**src/rtl/hazard_pkg.sv**
```systemverilog
// rtl/hazard_pkg.sv - shared encodings for the hazard unit and its multi-cycle hold FSM
package hazard_pkg;

    localparam logic [1:0] FWD_RF  = 2'b00;
    localparam logic [1:0] FWD_WB  = 2'b01;
    localparam logic [1:0] FWD_MEM = 2'b10;

    localparam logic [1:0] LOAD_SRC_DEF = 2'b01;

    typedef enum logic [1:0] {
        MC_IDLE = 2'd0,
        MC_BUSY = 2'd1,
        MC_DONE = 2'd2
    } mc_state_t;

    // M-stage result wins over W-stage; a non-matching or non-writing stage never forwards.
    function automatic logic [1:0] fwd_sel(input logic hit_m, input logic hit_w);
        if (hit_m)
            return FWD_MEM;
        else if (hit_w)
            return FWD_WB;
        else
            return FWD_RF;
    endfunction

endpackage

```
**src/rtl/mc_hold_fsm.sv**
```systemverilog
// rtl/mc_hold_fsm.sv - counter-driven scoreboard that holds E for exactly the op latency
module mc_hold_fsm
    import hazard_pkg::*;
#(
    parameter int LAT_W = 6
) (
    input  logic             clk,
    input  logic             rst,
    input  logic             start,
    input  logic [LAT_W-1:0] lat,
    output logic             hold
);

    localparam logic [LAT_W-1:0] ONE = {{(LAT_W-1){1'b0}}, 1'b1};

    mc_state_t        state;
    logic [LAT_W-1:0] cnt;
    logic             start_ok;

    assign start_ok = start && (lat != '0);
    // The start cycle itself is the first hold cycle, so BUSY covers the remaining lat-1.
    assign hold     = (state == MC_BUSY) || ((state == MC_IDLE) && start_ok);

    always_ff @(posedge clk) begin
        if (rst) begin
            state <= MC_IDLE;
            cnt   <= '0;
        end else begin
            case (state)
                MC_IDLE: begin
                    if (start_ok) begin
                        cnt   <= lat - ONE;
                        state <= (lat == ONE) ? MC_DONE : MC_BUSY;
                    end
                end
                MC_BUSY: begin
                    cnt <= cnt - ONE;
                    if (cnt == ONE)
                        state <= MC_DONE;
                end
                MC_DONE: state <= MC_IDLE;
                default: state <= MC_IDLE;
            endcase
        end
    end

endmodule

```
**src/rtl/hazard_unit_mc.sv**
```systemverilog
// rtl/hazard_unit_mc.sv - forwarding, load-use, redirect and multi-cycle hold control
// Optional performance counters enabled by HAZARD_PERF_EN.
module hazard_unit_mc
    import hazard_pkg::*;
#(
    parameter int         REG_ADDR_W = 5,
    parameter int         LAT_W      = 6,
    parameter logic [1:0] LOAD_SRC   = LOAD_SRC_DEF
) (
    input  logic                  clk,
    input  logic                  rst,
    input  logic [REG_ADDR_W-1:0] A1,
    input  logic [REG_ADDR_W-1:0] A2,
    input  logic [REG_ADDR_W-1:0] Rs1E,
    input  logic [REG_ADDR_W-1:0] Rs2E,
    input  logic [REG_ADDR_W-1:0] RdE,
    input  logic [REG_ADDR_W-1:0] RdM,
    input  logic [REG_ADDR_W-1:0] RdW,
    input  logic [1:0]            ResultSrcE,
    input  logic                  RegWriteM,
    input  logic                  RegWriteW,
    input  logic [1:0]            PCSrcE,
    input  logic                  McStartE,
    input  logic [LAT_W-1:0]      McLatE,
    output logic                  StallF,
    output logic                  StallD,
    output logic                  StallE,
    output logic                  FlushD,
    output logic                  FlushE,
    output logic                  FlushM,
    output logic [1:0]            ForwardAE,
    output logic [1:0]            ForwardBE,
`ifdef HAZARD_PERF_EN
    output logic [31:0]           perf_lw_stalls,
    output logic [31:0]           perf_mc_stalls,
    output logic [31:0]           perf_flushes,
`endif
    output logic                  McBusy
);

    logic hold;
    logic lw;
    logic red;
    logic m_ok;
    logic w_ok;

    mc_hold_fsm #(.LAT_W(LAT_W)) u_fsm (
        .clk   (clk),
        .rst   (rst),
        .start (McStartE),
        .lat   (McLatE),
        .hold  (hold)
    );

    assign m_ok = RegWriteM && (RdM != '0);
    assign w_ok = RegWriteW && (RdW != '0);
    assign lw   = (ResultSrcE == LOAD_SRC) && (RdE != '0) && ((RdE == A1) || (RdE == A2));
    assign red  = (PCSrcE != 2'b00);

    always_comb begin
        StallF    = 1'b0;
        StallD    = 1'b0;
        StallE    = 1'b0;
        FlushD    = 1'b0;
        FlushE    = 1'b0;
        FlushM    = 1'b0;
        McBusy    = 1'b0;
        ForwardAE = fwd_sel(m_ok && (RdM == Rs1E), w_ok && (RdW == Rs1E));
        ForwardBE = fwd_sel(m_ok && (RdM == Rs2E), w_ok && (RdW == Rs2E));
        if (rst) begin
            FlushD    = 1'b1;
            FlushE    = 1'b1;
            FlushM    = 1'b1;
            ForwardAE = FWD_RF;
            ForwardBE = FWD_RF;
        end else if (hold) begin
            // D is already frozen, so a load-use stall is redundant; a redirect waits for the op.
            StallF = 1'b1;
            StallD = 1'b1;
            StallE = 1'b1;
            FlushM = 1'b1;
            McBusy = 1'b1;
        end else begin
            StallF = lw;
            StallD = lw;
            FlushD = red;
            FlushE = lw || red;
        end
    end

`ifdef HAZARD_PERF_EN
    always_ff @(posedge clk) begin
        if (rst) begin
            perf_lw_stalls <= '0;
            perf_mc_stalls <= '0;
            perf_flushes   <= '0;
        end else begin
            if (lw && !hold && (perf_lw_stalls != '1))
                perf_lw_stalls <= perf_lw_stalls + 32'd1;
            if (hold && (perf_mc_stalls != '1))
                perf_mc_stalls <= perf_mc_stalls + 32'd1;
            if (red && (perf_flushes != '1))
                perf_flushes <= perf_flushes + 32'd1;
        end
    end
`endif

endmodule

```
**config.mk**
```make
export PLATFORM = sky130hd
export DESIGN_NAME = hazard_unit_mc
export DESIGN_NICKNAME = d
export VERILOG_FILES = /design/src/rtl/hazard_pkg.sv /design/src/rtl/mc_hold_fsm.sv /design/src/rtl/hazard_unit_mc.sv
export SDC_FILE = /design/constraint.sdc
export NUM_CORES = 1
export LEC_CHECK = 0
export CELL_PAD_IN_SITES_DETAIL_PLACEMENT = 1
export CELL_PAD_IN_SITES_GLOBAL_PLACEMENT = 2
export CORE_ASPECT_RATIO = 1.5
export CORE_MARGIN = 2
export CORE_UTILIZATION = 21
export DETAILED_ROUTE_END_ITERATION = 12
export GPL_TIMING_DRIVEN = 0
export HOLD_SLACK_MARGIN = 0.05
export PLACE_DENSITY_LB_ADDON = 0.1
export SLEW_MARGIN = 40
export SYNTH_ARGS = -nofsm -noshare
export SYNTH_HDL_FRONTEND = slang
export SYNTH_HIERARCHICAL = 1
export SYNTH_SLANG_ARGS = --single-unit
```
**constraint.sdc**
```tcl
create_clock -name clk -period 8.2 [get_ports clk]
set_clock_uncertainty 0.15 [all_clocks]
set_input_delay 1.64 -clock clk [delete_from_list [all_inputs] [get_ports clk]]
set_output_delay 1.64 -clock clk [all_outputs]
set_load 0.1 [all_outputs]
```
==> results of run 1 <==
==> path summary, 6_finish.rpt <==
path	endpoint	slack, ns	startpoint
min reg2reg	u_fsm/cnt[5]	0.36	u_fsm/cnt[5]
max	FlushE	2.03	McLatE[0]
max reg2reg	u_fsm/cnt[5]	6.68	u_fsm/state[1]
min	u_fsm/cnt[5]	0.36	u_fsm/cnt[5]
==> final cells by class <==
| type | instances | area share |
|---|---|---|
| flip-flops and latches | 8 | 0.09176 |
| inverters | 7 | 0.01505 |
| multi-input cells | 116 | 0.4961 |
| repair buffers | 60 | 0.3125 |
| clock buffers | 3 | 0.02366 |
| well taps | 66 | 0.04731 |
| plain buffers | 4 | 0.01362 |
==> Yosys cell counts (all sizes together) <==
library cell	count	share of area
xor2	21	0.17
xnor2	12	0.098
nor2	9	0.031
dfxtp	8	0.15
nor3	8	0.048
inv	7	0.024
a31oi	6	0.035
ha	5	0.058
nand3	5	0.023
nor4	5	0.041
o21ai	5	0.027
or4	5	0.035
a211oi	4	0.033
nand2	4	0.014
buf	3	0.019
nor2b	3	0.017
o21bai	3	0.021
a21o	2	0.014
a21oi	2	0.013
nand2b	2	0.012
nand3b	2	0.014
or4b	2	0.019
a221oi	1	0.0081
a22oi	1	0.0070
and2	1	0.0058
and2b	1	0.0070
and4	1	0.0081
clkbuf	1	0.0035
nand4	1	0.0058
nor3b	1	0.0070
o31ai	1	0.0070
o41ai	1	0.015
or2	1	0.0058
or3	1	0.0058
==> worst max-delay path: cells and delay by family <==
kind                       cells  cell delay [ns]
AOI/OAI and AO/OA              2             0.28
buffers and inverters          4             1.18
and+or+nand+nor                4             1.10
adders and majority gates      1             0.16
==> routing by layer <==
layer / vias up / track usage
li1: 615 / -
met1: 589 / 0.1168
met2: 34 / 0.2912
met3: 7 / 0.01840
met4: 0 / 0.06296
met5: - / 0
==> power breakdown <==
group | leakage [nW] | switching [mW] | internal (mW) | total [mW]
Combinational | 0.574 | 0.0671 | 0.0478 | 0.115
Clock | 0.0216 | 0.0171 | 0.0319 | 0.0491
Sequential | 0.0663 | 0.00448 | 0.0443 | 0.0488
Total | 0.662 | 0.0887 | 0.124 | 0.213
==> stage by stage <==
step	setup WS (ns)	util	hold slack, ns
6_report	2.028	0.3571	0.3636
5_1_grt	1.810	0.3571	0.4082
4_1_cts	1.996	0.3571	0.3667
3_5_place_dp	2.018	0.3487	0.3603
3_3_place_gp	1.306	0.3600	0.3480
2_1_floorplan	1.065	-	0.3312
==> state kept, by name, indices dropped and copies added, names as in the netlist <==
register / flops
u_fsm/state: 2
u_fsm/cnt: 6
==> kinds of logic after synthesis <==
| kind of cell | after synthesis |
|---|---|
| AND/OR/NAND/NOR | 52 |
| flip-flops | 8 |
| adder cells (fa/ha/maj) | 5 |
| buffers and inverters | 11 |
| XOR/XNOR | 33 |
| AO/OA/AOI/OAI | 26 |
==> results.toml, run 1 <==
[logic_synthesis]
syn_area_mm2 = 0.001076
yosys_warnings = 6
synth_cell_types = 42
synth-simple-area-share = 0.2988
synth_seq_cells = 8
syn_avg_cell_area_um2 = 7.971
synth_seq_area_share = 0.1488
synth-compound-area-share = 0.1791
synth_top_family_by_area = "simple AND/OR/NAND/NOR gates"
postSynthCellCount = 135
synth_xor_area_frac = 0.2686
syn-num-nets = 190
synthAdderAreaFrac = 0.05814
muxShareOfSynthArea = 0

[final_layout]
fill_cells = 627
final_common_cell = "clkdlybuf4s50_1"
layout-drive-gt1-share = 0.1313
area_growth_pct = 62.21
seq_area_um2 = 160.2
nets = 255
multi_input_area_um2 = 865.8
final_cell_mix = "clkdlybuf4s50_1, xor2_1, xnor2_1, buf_2, nor2_1"
fin_area_mm2 = 0.001745
fin_cells = 264
n_antenna_cell = 0

[floorplanning]
initial_core_util = 0.2202
die_w_um = 62.45
num_io_pins = 61
fp.coreArea_mm2 = 0.004887
design.die.area_mm2 = 0.005724
rows = 31
die_y_um = 91.67

[pwr]
finalPower_mw = 0.2128
vdd_drop_max_v = 0.00003601
power.leakage_nw = 0.6620
p_per_area_mw_per_mm2 = 121.9

[setup_path]
reg2reg_depth = 4
crit_path_top_delay_cell = "or4b_1"
start_kind = "input port"
crit_path_max_incr_delay_ns = 0.51
crit_arrival_ns = 4.38
cp_max_fo = 8
crit_required_ns = 6.41
end_kind = "output port"
crit_chain = "clkdlybuf4s50_1 -> inv_1 -> ha_1 -> nor2b_1 -> a21oi_2 -> nor2_1 -> inv_1 -> nor2b_1 -> or4b_1 -> o21bai_1 -> buf_2"
critPathKind = "input port to output port"

[drt]
drt_iter0_drc = 13
route.met3.wl_um = 122
via_per_inst = 4.716
firstDrtPassIters = 4
met2WireLength_mm = 2.330
met1_length_mm = 1.244
top_layer = "met4"
drcViolationCount = 0
wl_per_cell_um = 14.39
num_vias = 1245
ant_nets = 0
finalWirelength_mm = 3.799

[global_routing]
grt_first_pass_wirelength_mm = 6.099
antenna_found_initial = 0
grt-ovfl-total = 0
grt_pass1_vias = 1313
grt_usage = 0.1355
grt_start_max_net_pins = 11

[clock_network]
post-cts-setup-buffers = 0
clock_path_buffers = 2
cts.sinks = 8
clock_latency_ns = 0.23
cts_buffers = 3
cts_hold_buf = 0
path_clk_slew_ns = 0.04
cts_tree = "done"
cts_resized = 0
cts-htree-levels = 1
root_buffer = "clkbuf_8"

[place]
place_congestion = 0.7587
hpwl_mm = 3.388
place_area_mm2 = 0.001704
portBuffers = 60
placed_cells = 261

[timing]
finalSetupViolCount = 0
fin_crit_ns = 6.172
post-route-period-util = 0.7526
relSlewSlack = 0.6671
rsz0062_at_grt = "false"
fmax_mhz = 162.0
finalHoldViolations = 0
slew_violations = 0
worst_pin_slew_ns = 0.5028
setup_tns_ns = 0

[min_path]
hold_depth = 2
hold_class = "flop to flop"

[status]
status = "finished, final reports clean"

[job]
maxCapViolCount = 0
Note: power is estimated with default switching activity, not from simulation.
==> run 2: changes to the inputs <==
Settings changed: CORE_UTILIZATION 21 to 18.
Clock period 8.2 ns to 5.4 ns, I/O delays scaled along.
==> run 2 against run 1 <==
  * Global-route usage fell by 1.1 points
  * Register-to-register slack lost 2.8 ns
  * Utilization shrank 5.3 points
  * Die area is 16% higher
  * Largest power group unchanged
  * Largest cell class unchanged
  * Count of clock-buffer cells in the layout is the same
  * Highest routed layer unchanged
  * Cell count rose by 2.3%
  * Power rose by 54%
==> results.toml, run 2 (synthesis gave the netlist of run 1 again) <==
[pwr]
p_per_area_mw_per_mm2 = 185.8
finalPower_mw = 0.3268
vdd_drop_max_v = 0.00004499
power.leakage_nw = 0.6638

[setup_path]
start_kind = "input port"
reg2reg_depth = 4
crit_required_ns = 4.17
crit_buf_inv = 4
r2r_slack_ns = 3.88
end_kind = "output port"
crit_top_cell = "inv_1"
r2r_end = "u_fsm/cnt[4]"
crit_chain = "clkdlybuf4s50_1 -> inv_1 -> ha_1 -> nor2b_1 -> a21oi_2 -> nor2_1 -> inv_1 -> nor2b_2 -> or4b_1 -> o21bai_1 -> buf_2"
reg2reg_from = "u_fsm/state[1]"
crit_path_top_delay_cell = "clkdlybuf4s50_1"
cpLargestDelayFamily = "buffers and inverters"
cp_max_fo = 8
crit_arrival_ns = 3.92
crit_path_max_incr_delay_ns = 0.51
critPathKind = "input port to output port"

[timing]
worst_pin_slew_ns = 0.4807
relSlewSlack = 0.6770
rsz0062_at_grt = "false"
post-route-period-util = 0.9544
fmax_mhz = 194.0
fin_crit_ns = 5.154
finalSetupViolCount = 0
finalHoldViolations = 0
slew_violations = 0

[min_path]
hold_path_end = "u_fsm/cnt[5]"
worstHoldStart = "u_fsm/cnt[5]"
hold_depth = 2
hold_class = "flop to flop"

[floorplanning]
design.die.area_mm2 = 0.006625
initial_core_util = 0.1860
fp.coreArea_mm2 = 0.005786
die_y_um = 98.70
rows = 34
die_w_um = 67.13
num_io_pins = 61

[final_layout]
area_growth_pct = 63.49
fin_area_mm2 = 0.001759
final_cell_mix = "clkdlybuf4s50_1, xor2_1, xnor2_1, buf_2, nor2_1"
nets = 255
top_regs = "u_fsm/cnt x6, u_fsm/state x2"
final_common_cell = "clkdlybuf4s50_1"
seq_area_um2 = 160.2
n_antenna_cell = 0
largest_register_ffs = 6
top_register = "u_fsm/cnt"
fin_cells = 270
multi_input_area_um2 = 872.1
layout-drive-gt1-share = 0.1414
fill_cells = 711

[drt]
num_vias = 1226
ant_nets = 0
wl_per_cell_um = 14.46
drt_iter0_drc = 16
finalWirelength_mm = 3.905
drcViolationCount = 0
via_per_inst = 4.541
firstDrtPassIters = 2

[clock_network]
clock_latency_ns = 0.23
cts.sinks = 8
cts_hold_buf = 0
path_clk_slew_ns = 0.05
cts-htree-levels = 1
cts_buffers = 3
cts_resized = 0
post-cts-setup-buffers = 0
cts_tree = "done"
clock_path_buffers = 2
root_buffer = "clkbuf_8"

[job]
maxCapViolCount = 0

[place]
hpwl_mm = 3.496
place_congestion = 0.7401
placed_cells = 267
place_area_mm2 = 0.001718
portBuffers = 60

[global_routing]
grt_pass1_vias = 1361
grt_start_max_net_pins = 11
grt-ovfl-total = 0
grt_usage = 0.1244
grt_first_pass_wirelength_mm = 6.279
antenna_found_initial = 0

[status]
status = "finished, final reports clean"
-- run 2: layer usage --
layer | vias up | global-route usage | part of all wire
met5 | - | 0 | 0
met2 | 32 | 0.2704 | 0.61
met4 | 0 | 0.04239 | 0.013
li1 | 611 | - | -
met3 | 5 | 0.007991 | 0.035
met1 | 578 | 0.1087 | 0.34
-- run 2: where the power goes --
group	internal (mW)	switching, mW	total [mW]	leakage (nW)
registers	0.0672	0.00712	0.0743	0.0663
clock network	0.0486	0.0270	0.0756	0.0216
logic	0.0731	0.104	0.177	0.576
-- run 2: worst max-delay path by stage --
stage,end,from,cells past startpoint
finish,FlushE,McLatE[0],11
global route,FlushE,McLatE[0],11
CTS,FlushE,McLatE[0],11
detailed placement,FlushE,McLatE[0],11
global placement,FlushE,McLatE[0],11
floorplan,StallF,McLatE[0],9
-- run 2: tightest hold or removal path: stages (launching register included) --
cell      delay [ns]
dfxtp_1         0.31
nand3b_1        0.08
a31oi_1         0.08
-- run 2: area by class of cell --
cell class | instances | share of cell area
Clock buffer | 3 | 0.02347
Multi-Input combinational cell | 116 | 0.4957
Timing Repair Buffer | 60 | 0.3101
Buffer | 4 | 0.01351
Tap cell | 72 | 0.05121
Sequential cell | 8 | 0.09104
Inverter | 7 | 0.01494
-- run 2: through the flow --
stage | setup TNS, ns | utilization | hold WS, ns | setup slack, ns
2_1_floorplan | -0.02681 | - | 0.3312 | -0.02681
5_1_grt | 0 | 0.3041 | 0.4124 | 0.09384
6_report | 0 | 0.3041 | 0.3674 | 0.2465
3_5_place_dp | 0 | 0.2969 | 0.3558 | 0.2032
3_3_place_gp | -1.155 | 0.3064 | 0.3481 | -0.4864
4_1_cts | 0 | 0.3041 | 0.3685 | 0.2054
==> run 3: changes to the inputs <==
Settings changed: CORE_ASPECT_RATIO 1.5 to 1.4, CTS_CLUSTER_SIZE from default to 10, TNS_END_PERCENT from default to 10.
==> run 3 against run 2 <==
  * Register-to-register slack worse by 0.07 ns
  * Global-route usage is 0.92 points lower
  * Worst hold slack worse by 0.0057 ns
  * Via count is 0.41% higher
  * Critical path type unchanged
  * Non-clock buffer count stayed put
  * Critical path depth stayed put
  * Sequential share of layout area hardly changed
  * Utilization is 0.23 points lower
  * Largest power group unchanged
  * Count of clock-buffer cells in the layout stayed put
==> results.toml, run 3 (synthesis gave the netlist of run 1 again) <==
[status]
status = "finished, final reports clean"

[clock_network]
cts.sinks = 8
path_clk_slew_ns = 0.04
root_buffer = "clkbuf_8"
post-cts-setup-buffers = 0
cts_buffers = 3
cts_hold_buf = 0
clock_latency_ns = 0.23
cts_tree = "done"
clock_path_buffers = 2
cts-htree-levels = 1
cts_resized = 0

[setup_path]
crit_chain = "clkdlybuf4s50_1 -> inv_1 -> ha_1 -> nor2b_1 -> a21oi_2 -> nor2_1 -> inv_1 -> nor2b_2 -> or4b_1 -> o21bai_1 -> buf_2"
crit_path_max_incr_delay_ns = 0.52
start_kind = "input port"
crit_buf_inv = 4
cpLargestDelayFamily = "buffers and inverters"
r2r_slack_ns = 3.81
startpoint = "McLatE[0]"
critPathKind = "input port to output port"
end_kind = "output port"
cp_max_fo = 8
crit_arrival_ns = 3.95
crit_top_cell = "inv_1"
reg2reg_from = "u_fsm/cnt[2]"
crit_required_ns = 4.17
crit_path_top_delay_cell = "clkdlybuf4s50_1"

[timing]
hold-worst-slack_ns = 0.3617
finalSetupViolCount = 0
slew_violations = 0
post-route-period-util = 0.9600
relSlewSlack = 0.6491
fmax_mhz = 192.9
finalWorstSetupSlack_ns = 0.2161
worst_pin_slew_ns = 0.5223
finalHoldViolations = 0
rsz0062_at_grt = "false"
fin_crit_ns = 5.184

[pwr]
finalPower_mw = 0.3255
power.leakage_nw = 0.6638
vdd_drop_max_v = 0.00005830
p_per_area_mw_per_mm2 = 185.3

[floorplanning]
die_y_um = 95.48
rows = 33
die_w_um = 69.35
num_io_pins = 61
fp.coreArea_mm2 = 0.005822
initial_core_util = 0.1848
design.die.area_mm2 = 0.006621

[place]
portBuffers = 60
hpwl_mm = 3.317
place_ws_ns = 0.2201
place_congestion = 0.7389

[drt]
firstDrtPassIters = 3
drt_iter0_drc = 28
num_vias = 1231
drcViolationCount = 0
ant_nets = 0
finalWirelength_mm = 3.753
wl_per_cell_um = 14.00
via_per_inst = 4.593

[final_layout]
top_register = "u_fsm/cnt"
final_cell_mix = "clkdlybuf4s50_1, xor2_1, xnor2_1, buf_2, nor2_1"
largest_register_ffs = 6
multi_input_area_um2 = 872.1
n_antenna_cell = 0
utilization = 0.3017
area_growth_pct = 63.26
fill_cells = 695
final_common_cell = "clkdlybuf4s50_1"
nets = 255
top_regs = "u_fsm/cnt x6, u_fsm/state x2"
layout-drive-gt1-share = 0.1414
seq_area_um2 = 160.2

[job]
maxCapViolCount = 0

[global_routing]
grt_first_pass_wirelength_mm = 6.078
grt_start_max_net_pins = 11
grt_usage = 0.1152
grt_pass1_vias = 1374
antenna_found_initial = 0
grt-ovfl-total = 0

[min_path]
worstHoldStart = "u_fsm/cnt[4]"
hold_class = "flop to flop"
-- run 3: cell counts in the layout (fill, tap and decap cells not counted) --
No cell type changed its count.
-- run 3: final cells by class --
type,instances,area share
Buffer,4,0.01353
Clock buffer,3,0.02350
Inverter,7,0.01496
Multi-Input combinational cell,116,0.4964
Sequential cell,8,0.09117
Tap cell,70,0.04986
Timing Repair Buffer,60,0.3105
-- run 3: metal layers --
metal	GRT usage	wire length, um	vias to the layer above
li1	-	-	615
met1	0.1150	1441	576
met2	0.2284	2065	36
met3	0.01903	163	4
met4	0.05719	82	0
met5	0	0	-
-- run 3: where the power goes --
group	switching (mW)	total, mW	internal (mW)
registers	0.00666	0.0738	0.0672
logic	0.104	0.177	0.0733
clock network	0.0258	0.0743	0.0485
-- run 3: worst paths after layout --
check | to | cells after the start
worst max-delay path | FlushE | 11
worst min-delay path | u_fsm/cnt[4] | 2
worst max register to register | u_fsm/state[1] | 3
worst min register to register | u_fsm/cnt[4] | 2
-- run 3: through the flow --
stage | instance area [um^2] | std cells | setup TNS (ns)
final | 1757 | 268 | 0
after CTS | 1757 | 268 | 0
after floorplan | 1082 | 135 | -0.02681
after global placement | 1770 | 265 | -1.061
after global routing | 1757 | 268 | 0
after detailed placement | 1715 | 265 | 0
-- run 3: tightest hold or removal path, stage by stage (launching register included) --
cell,delay [ns]
dfxtp_1,0.30
nand3b_1,0.08
a31oi_1,0.07
==> patch 1 (config.mk and constraints of run 1) <==
`REG_ADDR_W`: 5 -> 4.
--- a/src/rtl/hazard_unit_mc.sv
+++ b/src/rtl/hazard_unit_mc.sv
@@ -3,7 +3,7 @@
 module hazard_unit_mc
     import hazard_pkg::*;
 #(
-    parameter int         REG_ADDR_W = 5,
+    parameter int         REG_ADDR_W = 4,
     parameter int         LAT_W      = 6,
     parameter logic [1:0] LOAD_SRC   = LOAD_SRC_DEF
 ) (
Interface: changed (7 resized); port bits go from 61 to 54. The function was not compared with the original's and may differ.
==> patch 1 against run 1 <==
Design area fell by 9.2%; wire length is 14% lower; global-route usage is 1.0 points lower; highest routed layer unchanged; sequential cell count unchanged; clock power fell by 4.5%; setup slack better by 0.22 ns; synthesized cell count shrank 8.9%; power is 3.3% lower; count of clock-buffer cells in the layout is the same; die area down 7.8%; critical path depth is the same; synthesized area fell by 8.3%; combinational power fell by 4%.
==> patch 1: results (changes against run 1) <==
Status: finished clean
Largest cells by area after synthesis: xnor2_1 20%, dfxtp_1 16%, ha_1 6.3%
Clock buffer depth: 2 (unchanged)
Vias per cell: 4.60 (-2.4%)
Initial antenna violation count: 0 (unchanged)
Top routing layer in use: met4
WL met3: 159 um (+30%)
Drt pass-1 iters: 4 (unchanged)
Met2 usage in global routing: 25.9% (-3.2 points)
Hold Crit Depth: 2 (unchanged)
Final cell count without fillers: 243 (-8.0%)
Met1 WL: 1190 um (-4.3%)
Post-synthesis sequential area ratio: 16.2% (+1.3 points)
Critical path arrival: 4.16 ns (-0.22 ns)
CTS Hold Buffers Added: 0 (unchanged)
Worst min path class: register to register
Clock Pin Slew Worst Setup and Hold Paths: 0.04 ns (about the same)
Post-layout net count: 229 (-10%)
Async SR Flop Fraction: 0% (unchanged)
Critical Path Max Stage Delay: 0.55 ns (+0.04 ns)
Skew-Pair Late Insertion Delay: 0.23 ns (about the same)
Slowest stage cell, crit path: clkdlybuf4s50_1
CTS Root Cell: clkbuf_8
Post-DP HPWL: 2830 um (-17%)
Post-synth top cells: 22 x xnor2_1, 10 x nor2_1, 8 x dfxtp_1, 8 x inv_1
Syn_nets: 171 (-10%)
DRT iter0 DRCs: 32 (+19)
Max VDD drop: 0.0547 mV (+52%)
Met3 Usage GRT: 1.77% (-0.068 points)
Synth warn: 6 (unchanged)
Post-CTS resize count: 0 (unchanged)
GRT Total Usage: 12.5% (-1.0 points)
Layout cell share with drive strength beyond 1: 14.0% (+0.84 points)
Number of global-route vias before repair: 1134 (-14%)
Post-CTS setup buffer count: 0 (unchanged)
Tightest Pin Transition: 0.489 ns (-0.0136 ns)
Synth cell types: 41 (-2.4%)
Inserted Clock Buffers: 3 (unchanged)
Post-synth top flop: dfxtp_1
DP Cell Count: 240 (-8.0%)
Crit path max fanout: 8 (unchanged)
Final WL: 3270 um (-14%)
Lkg Pwr: 0.582 nW (-12%)
M1 GR Usage: 10.9% (-0.73 points)
GPL Wtd Cong: 0.764 (+0.63%)
Regs by FF count: u_fsm/cnt x6, u_fsm/state x2
PortBufs: 53 (-12%)
Met2 wire length: 1870 um (-20%)
Avg Synthesized Cell Area: 8.03 um2 (+0.69%)
First-pass GRT wire length: 4970 um (-19%)
Worst Reg2Reg Path Length in Cells: 4 (unchanged)
Pin count of the biggest net entering global routing: 11 (unchanged)
# diodes: 0 (unchanged)
H-tree Lvls: 1 (unchanged)
==> patch 1: metrics by stage <==
step	util [%]	total power, mW	hold slack (ns)	setup slack (ns)	area (um2)
global placement	35.2	0.162	0.345	1.44	1600
detailed placement	34.0	0.161	0.363	2.18	1540
floorplan	-	0.120	0.331	1.06	987
global route	34.9	0.220	0.398	2.03	1580
CTS	34.9	0.210	0.371	2.18	1580
finish	34.9	0.206	0.370	2.25	1580
==> patch 1: worst max-delay path: cells and delay by family <==
family	cells	cell delay, ns
AOI/OAI and AO/OA	2	0.51
adders and majority gates	1	0.20
buffers and inverters	5	1.32
and+or+nand+nor	3	0.49
==> patch 1: final timing paths <==
check,from,endpoint,slack [ns]
setup reg to reg,u_fsm/state[1],u_fsm/cnt[4],6.68
setup / recovery,McLatE[0],StallF,2.25
hold / removal,u_fsm/cnt[5],u_fsm/cnt[5],0.37
hold reg to reg,u_fsm/cnt[5],u_fsm/cnt[5],0.37
==> patch 1: report_power, final <==
part	internal [mW]	leakage, nW	total [mW]	switching [mW]
logic	0.0445	0.494	0.110	0.0652
clock network	0.0318	0.0216	0.0469	0.0152
registers	0.0443	0.0663	0.0491	0.00482
total	0.121	0.582	0.206	0.0851
==> patch 1: final cells by class <==
class / instances / area (um2)
sequential: 8 / 160
timing repair buffer: 53 / 475
fill: 566 / 2960
inverter: 8 / 30.0
clock buffer: 3 / 41.3
buffer: 4 / 23.8
tap: 64 / 80.1
multi-input combinational: 103 / 773
==> patch 1: cell families after synthesis <==
kind of cell    Yosys count  synth area share, %
xor+xnor                 27                 24.0
flops                     8                 16.2
buf+inv                  12                 5.45
simple gates             47                 28.9
compound gates           24                 19.1
fa+ha+maj                 5                 6.34
==> patch 2 (settings of run 1) <==
Without the edit above. The 3 states of `mc_state_t` get a one-hot encoding in 3 bits.
--- a/src/rtl/hazard_pkg.sv
+++ b/src/rtl/hazard_pkg.sv
@@ -7,10 +7,10 @@
 
     localparam logic [1:0] LOAD_SRC_DEF = 2'b01;
 
-    typedef enum logic [1:0] {
-        MC_IDLE = 2'd0,
-        MC_BUSY = 2'd1,
-        MC_DONE = 2'd2
+    typedef enum logic [2:0] {
+        MC_IDLE = 3'b001,
+        MC_BUSY = 3'b010,
+        MC_DONE = 3'b100
     } mc_state_t;
 
     // M-stage result wins over W-stage; a non-matching or non-writing stage never forwards.
Check against the original RTL: no difference found for any inputs over 10 cycles, from zero or initial values and one cycle with rst high; not proved beyond that.
==> patch 2 against run 1 <==
Wire length fell by 0.63%; global-route usage fell by 0.32 points; setup slack got worse by 0.13 ns; largest cell class unchanged; first-iteration DRC count rose by 54%; synthesized area rose by 3.4%; highest routed layer unchanged; fmax fell by 2.1%; design area rose by 2.4%; power fell by 2.3%; sequential cell count rose by 1.
==> patch 2: results (changes against run 1) <==
Fillers: 670 (+6.9%)
DP Cell Count: 269 (+3.1%)
Inserted Clock Buffers: 3 (unchanged)
Tightest Pin Transition: 0.633 ns (+0.130 ns)
Max VDD drop: 0.0382 mV (+6.0%)
Synth warn: 6 (unchanged)
CTS Root Cell: clkbuf_8
Post-synth top cells: 25 x xor2_1, 11 x xnor2_1, 9 x dfxtp_1, 9 x nand2_1, 9 x nor2_1
Post-CTS setup buffer count: 0 (unchanged)
Post-layout net count: 261 (+2.4%)
Post-DP HPWL: 3340 um (-1.5%)
Avg WL per Cell: 13.8 um (-3.9%)
Post-synth top flop: dfxtp_1
Lkg Pwr: 0.685 nW (+3.5%)
Post-CTS resize count: 0 (unchanged)
Initial antenna violation count: 0 (unchanged)
Vias per cell: 4.71 (about the same)
Clock buffer depth: 2 (unchanged)
Crit path max fanout: 9 (+1)
GRT Total Usage: 13.2% (-0.32 points)
Mapped Cells: 141 (+4.4%)
Status: finished clean
Drt pass-1 iters: 4 (unchanged)
Pin count of the biggest net entering global routing: 11 (unchanged)
Worst slack, placed: 1.85 ns (-0.166 ns)
DRT iter0 DRCs: 20 (+7)
GPL Wtd Cong: 0.826 (+8.8%)
Worst min path class: register to register
Post-synthesis sequential area ratio: 16.2% (+1.3 points)
Syn_nets: 196 (+3.2%)
Clock Pin Slew Worst Setup and Hold Paths: 0.05 ns
Layout cell share with drive strength beyond 1: 11.7% (-1.4 points)
First-pass GRT wire length: 6150 um (+0.79%)
# diodes: 0 (unchanged)
Setup TNS: 0 ns (unchanged)
Number of global-route vias before repair: 1413 (+7.6%)
H-tree Lvls: 1 (unchanged)
Skew-Pair Late Insertion Delay: 0.24 ns
Synth cell types: 37 (-12%)
Largest cells by area after synthesis: xor2_1 20%, dfxtp_1 16%, xnor2_1 8.7%
Regs by FF count: u_fsm/cnt x6, u_fsm/state x3
PortBufs: 60 (unchanged)
Critical path arrival: 4.51 ns (+0.13 ns)
Via Count: 1287 (+3.4%)
Async SR Flop Fraction: 0% (unchanged)
==> patch 2: power by group <==
part           total, mW  internal, mW  switching [mW]
sequential        0.0511        0.0476         0.00354
clock             0.0537        0.0341          0.0196
combinational      0.103        0.0447          0.0584
==> patch 2: worst paths after layout <==
| kind | from | to | slack (ns) | depth (start not counted) |
|---|---|---|---|---|
| setup / recovery | McLatE[4] | FlushE | 1.90 | 8 |
| hold / removal | u_fsm/cnt[4] | u_fsm/cnt[4] | 0.39 | 2 |
| setup reg to reg | u_fsm/state[1] | u_fsm/state[1] | 6.41 | 5 |
| hold reg to reg | u_fsm/cnt[4] | u_fsm/cnt[4] | 0.39 | 2 |
==> patch 2: layer usage <==
metal | global-route usage (%) | vias to the layer above | share of wire (%)
li1 | - | 637 | -
met1 | 11.5 | 607 | 34
met2 | 28.9 | 41 | 59
met3 | 2.17 | 2 | 5.5
met4 | 4.35 | 0 | 0.98
met5 | 0 | - | 0
==> patch 2: final cells by class <==
cell class	count	area share [%]
clock buffer	4	2.52
buffer	4	1.26
multi-input combinational	122	49.6
inverter	6	1.26
sequential	9	10.1
tap	68	4.76
timing repair buffer	60	30.5
==> patch 2: metrics by stage <==
stage          utilization (%)  hold WS [ns]  cell area, um2
6_report                  34.9         0.387            1790
5_1_grt                   34.9         0.431            1790
4_1_cts                   34.9         0.398            1790
3_5_place_dp              34.0         0.386            1740
3_3_place_gp              35.1         0.364            1800
2_1_floorplan                -         0.340            1110
==> patch 2: cells by family (layout without fill, tap and decap cells) <==
family,count (synthesis),in the layout,share of synthesized area [%]
simple gates,59,59,32.1
fa+ha+maj,5,5,5.62
xor+xnor,36,36,28.3
compound gates,22,22,13.7
flops,9,9,16.2
buf+inv,10,74,4.05
==> patch 2: critical path: stages <==
cell and delay [ns]:
clkdlybuf4s50_1 0.47, nor4_1 0.60, a21o_2 0.36, nand2_1 0.14, nor2b_1 0.21, or4b_1 0.51
o21bai_1 0.14, buf_2 0.44
